<file path="config.mk">
export PLATFORM = sky130hd
export DESIGN_NAME = fetch_stage
export DESIGN_NICKNAME = d
export VERILOG_FILES = /design/src/rtl/pipeline_pkg.sv /design/src/rtl/fetch_perf_counters.sv /design/src/rtl/fetch_stage.sv
export SDC_FILE = /design/constraint.sdc
export NUM_CORES = 1
export LEC_CHECK = 0
export ABC_AREA = 1
export ABC_CLOCK_PERIOD_IN_PS = 1300
export CAP_MARGIN = 40
export CORE_ASPECT_RATIO = 1.1
export CORE_UTILIZATION = 33
export DETAILED_ROUTE_END_ITERATION = 6
export GPL_TIMING_DRIVEN = 0
export PLACE_DENSITY_LB_ADDON = 0.12
export SETUP_SLACK_MARGIN = 0.4
export SLEW_MARGIN = 20
export SYNTH_ARGS = -nofsm -noshare
export SYNTH_HDL_FRONTEND = slang
export SYNTH_SLANG_ARGS = --single-unit
</file>
<file path="constraint.sdc">
create_clock -name CLK -period 1.3 [get_ports CLK]
set_input_delay 0.26 -clock CLK [delete_from_list [all_inputs] [get_ports CLK]]
set_output_delay 0.26 -clock CLK [all_outputs]
set_load 0.05 [all_outputs]
</file>
<file path="src/rtl/pipeline_pkg.sv">
// rtl/pipeline_pkg.sv - shared constants and types for the 16-bit pipeline
//
// Purpose : data width, NOP encoding, fetch FSM state encoding, IF/ID field
//           layout used by decode, and the perf counter width.
// Ports   : none (package).
package pipeline_pkg;

   localparam int DATA_W = 16;
   localparam logic [DATA_W-1:0] NOP_INSTR = 16'h0000;

   typedef enum logic {
      ST_RUN  = 1'b0,
      ST_HALT = 1'b1
   } fetch_state_t;

   // IF/ID register layout when decode views it as one flat vector.
   localparam int IFID_INSTR_LSB = 0;
   localparam int IFID_PC_LSB    = DATA_W;
   localparam int IFID_PCP1_LSB  = 2 * DATA_W;
   localparam int IFID_VALID_BIT = 3 * DATA_W;
   localparam int IFID_W         = 3 * DATA_W + 1;

   typedef struct packed {
      logic              valid;
      logic [DATA_W-1:0] pcp1;
      logic [DATA_W-1:0] pc;
      logic [DATA_W-1:0] instr;
   } ifid_t;

   localparam int PERF_CNT_W = 16;

endpackage

</file>
<file path="src/rtl/fetch_perf_counters.sv">
// rtl/fetch_perf_counters.sv - three saturating fetch-stage event counters
//
// Purpose : counts advance, stall and redirect (flush) cycles; each counter
//           sticks at all-ones instead of wrapping.
// Ports   : clk, rst_n (async, active-low)
//           fetch_ev, stall_ev, flush_ev   one-cycle event strobes
//           fetch_cnt, stall_cnt, flush_cnt   counter values
module fetch_perf_counters
   import pipeline_pkg::*;
(
   input  logic                  clk,
   input  logic                  rst_n,
   input  logic                  fetch_ev,
   input  logic                  stall_ev,
   input  logic                  flush_ev,
   output logic [PERF_CNT_W-1:0] fetch_cnt,
   output logic [PERF_CNT_W-1:0] stall_cnt,
   output logic [PERF_CNT_W-1:0] flush_cnt
);

   logic [2:0]            ev;
   logic [PERF_CNT_W-1:0] cnt_q [3];

   assign ev = {flush_ev, stall_ev, fetch_ev};

   always_ff @(posedge clk or negedge rst_n) begin
      if (!rst_n) begin
         for (int i = 0; i < 3; i++) cnt_q[i] <= '0;
      end else begin
         for (int i = 0; i < 3; i++) begin
            if (ev[i] && (cnt_q[i] != '1)) cnt_q[i] <= cnt_q[i] + 1'b1;
         end
      end
   end

   assign fetch_cnt = cnt_q[0];
   assign stall_cnt = cnt_q[1];
   assign flush_cnt = cnt_q[2];

endmodule

</file>
<file path="src/rtl/fetch_stage.sv">
// rtl/fetch_stage.sv - instruction fetch stage: PC, run/halt FSM, IF/ID register
//
// Purpose : owns the PC, drives the combinational word-addressed instruction
//           memory and registers the returned word into IF/ID. Priority in
//           RUN is redirect > halt > stall > advance; HALT is left only by a
//           redirect or by reset.
// Ports   : CLK, RST_N (async, active-low)
//           stall_i, redirect_i, redirect_pc_i, halt_i   control from hazard/branch/decode
//           imem_addr_o, imem_rdata_i                    instruction memory
//           ifid_instr_o, ifid_pc_o, ifid_pcp1_o, ifid_valid_o   IF/ID register
//           halted_o                                     FSM is in HALT
//           perf_fetch_o, perf_stall_o, perf_flush_o     only with FETCH_PERF_CNT_EN
// Config  : FETCH_PERF_CNT_EN adds the saturating performance counters.
module fetch_stage
   import pipeline_pkg::*;
#(
   parameter int                DATA_W     = pipeline_pkg::DATA_W,
   parameter int                IMEM_DEPTH = 64,
   parameter logic [DATA_W-1:0] RESET_PC   = '0
) (
   input  logic              CLK,
   input  logic              RST_N,
   input  logic              stall_i,
   input  logic              redirect_i,
   input  logic [DATA_W-1:0] redirect_pc_i,
   input  logic              halt_i,
   output logic [DATA_W-1:0] imem_addr_o,
   input  logic [DATA_W-1:0] imem_rdata_i,
   output logic [DATA_W-1:0] ifid_instr_o,
   output logic [DATA_W-1:0] ifid_pc_o,
   output logic [DATA_W-1:0] ifid_pcp1_o,
   output logic              ifid_valid_o,
`ifdef FETCH_PERF_CNT_EN
   output logic [PERF_CNT_W-1:0] perf_fetch_o,
   output logic [PERF_CNT_W-1:0] perf_stall_o,
   output logic [PERF_CNT_W-1:0] perf_flush_o,
`endif
   output logic              halted_o
);

   // The full PC goes out; the memory decodes only its low log2(IMEM_DEPTH)
   // bits, so this stage never range-checks the address.
   if (IMEM_DEPTH < 2 || IMEM_DEPTH > (2 ** DATA_W)) begin : g_bad_depth
      $error("fetch_stage: IMEM_DEPTH out of range for DATA_W");
   end

   localparam logic [DATA_W-1:0] NOP = DATA_W'(NOP_INSTR);
   localparam logic [DATA_W-1:0] ONE = DATA_W'(1);

   fetch_state_t      state_q, state_d;
   logic [DATA_W-1:0] pc_q, pc_d;
   logic [DATA_W-1:0] instr_q, instr_d;
   logic [DATA_W-1:0] ipc_q, ipc_d;
   logic [DATA_W-1:0] pcp1_q, pcp1_d;
   logic              valid_q, valid_d;

   always_ff @(posedge CLK or negedge RST_N) begin
      if (!RST_N) begin
         state_q <= ST_RUN;
         pc_q    <= RESET_PC;
         instr_q <= NOP;
         ipc_q   <= '0;
         pcp1_q  <= '0;
         valid_q <= 1'b0;
      end else begin
         state_q <= state_d;
         pc_q    <= pc_d;
         instr_q <= instr_d;
         ipc_q   <= ipc_d;
         pcp1_q  <= pcp1_d;
         valid_q <= valid_d;
      end
   end

   always_comb begin
      state_d = state_q;
      pc_d    = pc_q;
      instr_d = instr_q;
      ipc_d   = ipc_q;
      pcp1_d  = pcp1_q;
      valid_d = valid_q;
      case (state_q)
         ST_RUN: begin
            if (redirect_i) begin
               // Redirect wins over a simultaneous stall: the stalled slot
               // belongs to the wrong path anyway.
               pc_d    = redirect_pc_i;
               instr_d = NOP;
               valid_d = 1'b0;
            end else if (halt_i) begin
               state_d = ST_HALT;
               valid_d = 1'b0;
            end else if (!stall_i) begin
               instr_d = imem_rdata_i;
               ipc_d   = pc_q;
               pcp1_d  = pc_q + ONE;
               valid_d = 1'b1;
               pc_d    = pc_q + ONE;
            end
         end
         ST_HALT: begin
            valid_d = 1'b0;
            if (redirect_i) begin
               pc_d    = redirect_pc_i;
               instr_d = NOP;
               state_d = ST_RUN;
            end
         end
         default: state_d = ST_RUN;
      endcase
   end

   assign imem_addr_o  = pc_q;
   assign ifid_instr_o = instr_q;
   assign ifid_pc_o    = ipc_q;
   assign ifid_pcp1_o  = pcp1_q;
   assign ifid_valid_o = valid_q;
   assign halted_o     = (state_q == ST_HALT);

`ifdef FETCH_PERF_CNT_EN
   logic in_run;
   assign in_run = (state_q == ST_RUN);

   fetch_perf_counters u_perf (
      .clk       (CLK),
      .rst_n     (RST_N),
      .fetch_ev  (in_run && !redirect_i && !halt_i && !stall_i),
      .stall_ev  (in_run && !redirect_i && !halt_i &&  stall_i),
      .flush_ev  (in_run &&  redirect_i),
      .fetch_cnt (perf_fetch_o),
      .stall_cnt (perf_stall_o),
      .flush_cnt (perf_flush_o)
   );
`endif

endmodule

</file>
==> impl_metrics.py, run 1 <==
metrics = {
    "status": {
        "status": "finished, violations left",
        "violations": "negative hold slack, negative setup slack",
    },
    "power_and_ir_drop": {
        "p_per_area_mw_per_mm2": 1450,
        "power.total_mw": 8.75,
        "power.leakage_nw": 2.88,
        "ir_drop_mv": 0.631,
    },
    "logic_synthesis": {
        "syn_area_mm2": 0.00298,
        "syn_nets": 377,
        "synth_cells": 339,
        "synth_top_area_frac": 0.555,
        "synth_warnings": 0,
        "ys_ff_latch": 66,
        "synth_top_area_cell": "dfrtp_1",
        "yosysUniqueCellTypes": 25,
        "synth.area.top_cells": "dfrtp_1 56%, nand2_1 13%, a22o_1 4.7%, nor2_1 4.4%, nand3_1 3.0%",
        "yosysSeqAreaShare": 0.555,
        "syn_avg_cell_area_um2": 8.78,
    },
    "floorplanning": {
        "die_w_um": 92.5,
        "die_h_um": 102,
        "core-area_mm2": 0.00854,
        "num_rows": 35,
        "ios": 103,
        "start_util": 0.348,
        "die_area_mm2": 0.00940,
    },
    "detailed_routing": {
        "post-route-drc-count": 0,
        "vias": 3202,
        "first_pass_iters": 5,
        "ant_nets": 0,
        "wirelength_um": 10600,
        "drt_iter0_markers": 194,
        "route.detailed.wl_per_inst_um": 15.9,
        "routed_via_density": 4.84,
    },
    "cells_and_area": {
        "final_cell_mix": "75 x nand2_1, 71 x buf_6, 61 x buf_4",
        "drive_above_1_share": 0.534,
        "diodes": 0,
        "fillers": 610,
        "area_growth_pct": 102,
        "fin_nets": 584,
        "design_area_mm2": 0.00601,
        "finalNonFillerCells": 662,
        "final_common_cell": "nand2_1",
    },
    "run": {
        "max-cap-violations": 0,
    },
    "min_path": {
        "worstHoldPathType": "in2async",
    },
    "global_routing": {
        "met2_usage": 0.373,
        "grt_max_degree": 40,
        "grt_pass1_vias": 2994,
        "grt-ovfl-total": 0,
        "grt.met3_usage": 0.0458,
        "use_met1": 0.271,
        "grtUsageTotal": 0.216,
        "grt_pass1_wl_um": 15400,
        "grt_busiest_layer": "met2",
        "antenna_found_initial": 0,
    },
    "worst_setup_path": {
        "reg2regPathDepth": 6,
        "r2r_setup_slack_ns": -0.16,
        "path_class": "reg2reg",
        "startpoint_type": "register",
        "crit_start": "imem_addr_o[1]",
        "crit_path_end_kind": "register",
        "cp.required_ns": 1.57,
        "r2r-start": "imem_addr_o[1]",
        "path_max_fanout": 5,
        "regToRegEndpoint": "imem_addr_o[5]",
        "cp.arrival_ns": 1.73,
    },
    "timing": {
        "setup_slack_ns": -0.161,
        "slew_viol_final": 0,
        "hold_viol": 27,
        "finalSetupViolCount": 48,
        "worst_pin_slew_ns": 0.388,
        "min_period_ns": 1.46,
        "slew_headroom": 0.742,
        "skew_ns": 0.0118,
        "rsz0062_at_grt": "true",
        "fin_hold_ws_ns": -0.173,
        "timing.final.crit_share": 1.12,
        "fmax_ghz": 0.684,
    },
    "clocking": {
        "clk_latency_ns": 0.35,
        "cts-htree-levels": 3,
        "cts.sinks": 66,
        "root_buffer": "clkbuf_8",
        "numCtsBuffers": 9,
        "cts_buffer_depth": 2,
        "cts_tree": "done",
        "cts.clk_slew.worst_paths_ns": 0.08,
    },
    "placement": {
        "place_ws_ns": -0.454,
        "place.detailed.hpwl_um": 6090,
        "post-place-cells": 553,
        "placed_area_mm2": 0.00429,
        "place_congestion": 0.807,
        "portBuffers": 102,
    },
}
## worst max-delay path, cell delays in order (launching register included)
cell     delay (ns)
dfrtp_2        0.42
buf_4          0.13
nand3_2        0.15
nor2_4         0.21
xor2_1         0.24
nand2_1        0.09
a21oi_1        0.14
## through the flow
stage                     utilization  setup TNS, ns
after global routing            0.704          -6.29
after floorplan                     -          -2.62
after CTS                       0.647         -0.743
final                           0.704          -2.16
after global placement          0.500        -184.71
after detailed placement        0.502         -28.45
## how the worst max path moves through the flow
stage,to,depth (start not counted)
after floorplan,imem_addr_o[10],10
after detailed placement,imem_addr_o[9],6
after global routing,imem_addr_o[5],6
after CTS,imem_addr_o[10],10
final,imem_addr_o[5],6
after global placement,halted_o,1
## registers in the layout, indices dropped and copies added, names as in the netlist
name,cells
ifid_pc_o,16
imem_addr_o,16
ifid_pcp1_o,16
ifid_valid_o,1
ifid_instr_o,16
halted_o,1
## where the power goes
part	internal (mW)	switching, mW
combinational	1.79	2.26
sequential	2.41	0.350
clock	1.13	0.816
## routing by layer
metal,routed length [um],share of wire
met4,185,0.018
met3,664,0.063
met1,4280,0.41
met2,5430,0.51
met5,0,0
## layout make-up
| type | count | area, um2 | area share |
|---|---|---|---|
| repair buffers | 194 | 2140 | 0.355 |
| flip-flops and latches | 66 | 1670 | 0.278 |
| clock buffers | 11 | 141 | 0.0235 |
| repair inverters | 2 | 15.0 | 0.00250 |
| multi-input cells | 235 | 1490 | 0.248 |
| plain buffers | 14 | 221 | 0.0368 |
| well taps | 111 | 139 | 0.0231 |
| clock inverters | 5 | 77.6 | 0.0129 |
| inverters | 24 | 120 | 0.0200 |
## what timing repair did
action,CTS,global route
pin swaps,25,23
setup endpoints to repair,131,131
endpoints found under the hold margin,27,27
resized for setup,555,58
gates cloned,10,4
setup buffers,55,24
## Yosys cell counts
library cell,instances
o21ai_1,7
nor2_2,3
xor2_1,5
nand4_1,3
nor2_1,35
ha_1,1
o21ai_0,15
inv_1,21
clkbuf_1,2
buf_6,3
nand2_2,2
buf_4,1
inv_2,3
dfrtp_1,66
nand3b_1,1
o22ai_1,2
a31oi_1,6
nand3_1,18
a22oi_1,3
nand3_2,2
a22o_1,16
nand2_1,106
nor2_4,3
buf_2,8
a21oi_1,7
## cell families (layout without fill, tap and decap cells)
family / count (synthesis) / in the layout / synth area share
flops: 66 / 66 / 0.555
xor+xnor: 5 / 5 / 0.0147
simple gates: 173 / 173 / 0.246
fa+ha+maj: 1 / 1 / 0.00420
compound gates: 56 / 56 / 0.120
buf+inv: 38 / 250 / 0.0601
Note: power is estimated with default switching activity, not from simulation.
==> inputs of run 2 (changes only) <==
- ABC_CLOCK_PERIOD_IN_PS: 1300 -> unset
- GPL_TIMING_DRIVEN: 0 -> unset
- HOLD_SLACK_MARGIN: unset -> 0.1
==> impl_metrics.py, run 2 (synthesis results as in run 1) <==
metrics = {
    "status": {
        "status": "finished, violations left",
        "violations": "negative setup slack",
    },
    "timing": {
        "hold_viol": 0,
        "finalSetupViolCount": 64,
        "skew_ns": 0.0103,
        "timing.final.crit_share": 1.13,
        "fin_setup_tns_ns": -4.93,
        "setup_slack_ns": -0.168,
        "slew_headroom": 0.753,
        "rsz0062_at_grt": "true",
        "worst_pin_slew_ns": 0.370,
        "slew_viol_final": 0,
        "min_period_ns": 1.47,
        "fin_hold_ws_ns": 0.326,
        "fmax_ghz": 0.681,
    },
    "power_and_ir_drop": {
        "internal-power_mw": 6.06,
        "power.total_mw": 9.82,
        "p_per_area_mw_per_mm2": 1470,
        "power.leakage_nw": 3.08,
        "seqPwrFrac": 0.291,
        "ir_drop_mv": 0.698,
        "p_comb_frac": 0.509,
        "clkPwrFrac": 0.200,
        "swShare": 0.383,
        "switchingPower_mw": 3.76,
    },
    "clocking": {
        "cts.sinks": 66,
        "clk_latency_ns": 0.35,
        "cts_buffer_depth": 2,
        "numCtsBuffers": 9,
        "cts.clk_slew.worst_paths_ns": 0.08,
        "cts-htree-levels": 3,
        "root_buffer": "clkbuf_8",
        "cts_tree": "done",
    },
    "cells_and_area": {
        "fillers": 521,
        "fin_nets": 589,
        "drive_above_1_share": 0.592,
        "final_util": 0.783,
        "area_growth_pct": 125,
        "design_area_mm2": 0.00669,
        "diodes": 0,
        "final_cell_mix": "76 x buf_12, 67 x buf_4, 62 x nand2_1",
        "final_common_cell": "buf_12",
        "finalNonFillerCells": 667,
    },
    "placement": {
        "place.detailed.hpwl_um": 5830,
        "post-place-cells": 564,
        "place_ws_ns": -0.349,
        "place_congestion": 0.826,
        "placed_area_mm2": 0.00501,
        "portBuffers": 102,
    },
    "floorplanning": {
        "num_rows": 35,
        "ios": 103,
        "start_util": 0.348,
        "die_h_um": 102,
        "die_w_um": 92.5,
        "core-area_mm2": 0.00854,
        "die_area_mm2": 0.00940,
    },
    "global_routing": {
        "grt_pass1_wl_um": 16900,
        "antenna_found_initial": 0,
        "grt-ovfl-total": 0,
        "grt_max_degree": 67,
        "grt_pass1_vias": 3313,
        "grtUsageTotal": 0.237,
    },
    "detailed_routing": {
        "routed_via_density": 5.07,
        "wirelength_um": 11800,
        "drt_iter0_markers": 213,
        "first_pass_iters": 5,
        "route.detailed.wl_per_inst_um": 17.7,
        "ant_nets": 0,
        "post-route-drc-count": 0,
        "vias": 3382,
    },
    "worst_setup_path": {
        "crit_chain": "buf_12 > nand3_4 > nor2_4 > xor2_2 > nand2_1 > a21oi_2",
        "path_max_fanout": 5,
        "startpoint_type": "register",
        "path_class": "reg2reg",
        "cp.required_ns": 1.56,
        "max_stage_delay_ns": 0.47,
        "cp_slowest_cell": "dfrtp_2",
        "cp.arrival_ns": 1.73,
        "crit_path_end_kind": "register",
    },
    "run": {
        "max-cap-violations": 0,
    },
    "min_path": {
        "worstHoldPathType": "in2reg",
    },
}
## run 2: per-layer routing
| metal | up-vias | part of all wire | global-route usage |
|---|---|---|---|
| met2 | 161 | 0.53 | 0.406 |
| met4 | 0 | 0.027 | 0.0962 |
| li1 | 1538 | - | - |
| met1 | 1650 | 0.38 | 0.293 |
| met5 | - | 0 | 0 |
| met3 | 33 | 0.062 | 0.0488 |
## run 2: timing repair
action	4_1_cts	5_1_grt
resized for setup	103	84
setup buffers	54	21
endpoints found under the hold margin	66	0
setup endpoints to repair	131	132
gates cloned	9	2
pin swaps	18	21
hold buffers	1	0
## run 2: worst paths after layout
path | from | endpoint | slack [ns] | depth (start not counted)
max | imem_addr_o[0] | imem_addr_o[5] | -0.17 | 6
min | redirect_i | halted_o | 0.33 | 2
max reg2reg | imem_addr_o[0] | imem_addr_o[5] | -0.17 | 6
min reg2reg | ifid_pcp1_o[8] | ifid_pcp1_o[8] | 0.56 | 2
max in group asynchronous | RST_N | imem_addr_o[1] | 0.51 | 3
min in group asynchronous | RST_N | ifid_pcp1_o[0] | 0.44 | 3
## run 2: power groups by stage
stage | Combinational, mW | Clock (mW) | Sequential [mW]
3_3_place_gp | 3.74 | 0 | 2.86
3_5_place_dp | 3.78 | 0 | 2.86
5_1_grt | 5.20 | 2.08 | 2.90
2_1_floorplan | 0.630 | 0 | 3.91
4_1_cts | 4.49 | 1.96 | 2.82
6_report | 4.99 | 1.97 | 2.86
## run 2: cell type report
class	count	area [um2]	share of cell area
Clock inverter	5	77.6	0.0116
Tap cell	111	139	0.0208
Timing Repair inverter	7	113	0.0168
Clock buffer	11	141	0.0211
Multi-Input combinational cell	235	1620	0.242
Inverter	24	148	0.0221
Sequential cell	66	1680	0.251
Timing Repair Buffer	208	2780	0.415
## run 2: worst max-delay path, delay by kind of cell (launching register included)
family                 cells  cell delay [ns]
buffers and inverters      1             0.14
XOR/XNOR                   1             0.20
AND/OR/NAND/NOR            3             0.43
flip-flops                 1             0.47
AO/OA/AOI/OAI              1             0.13
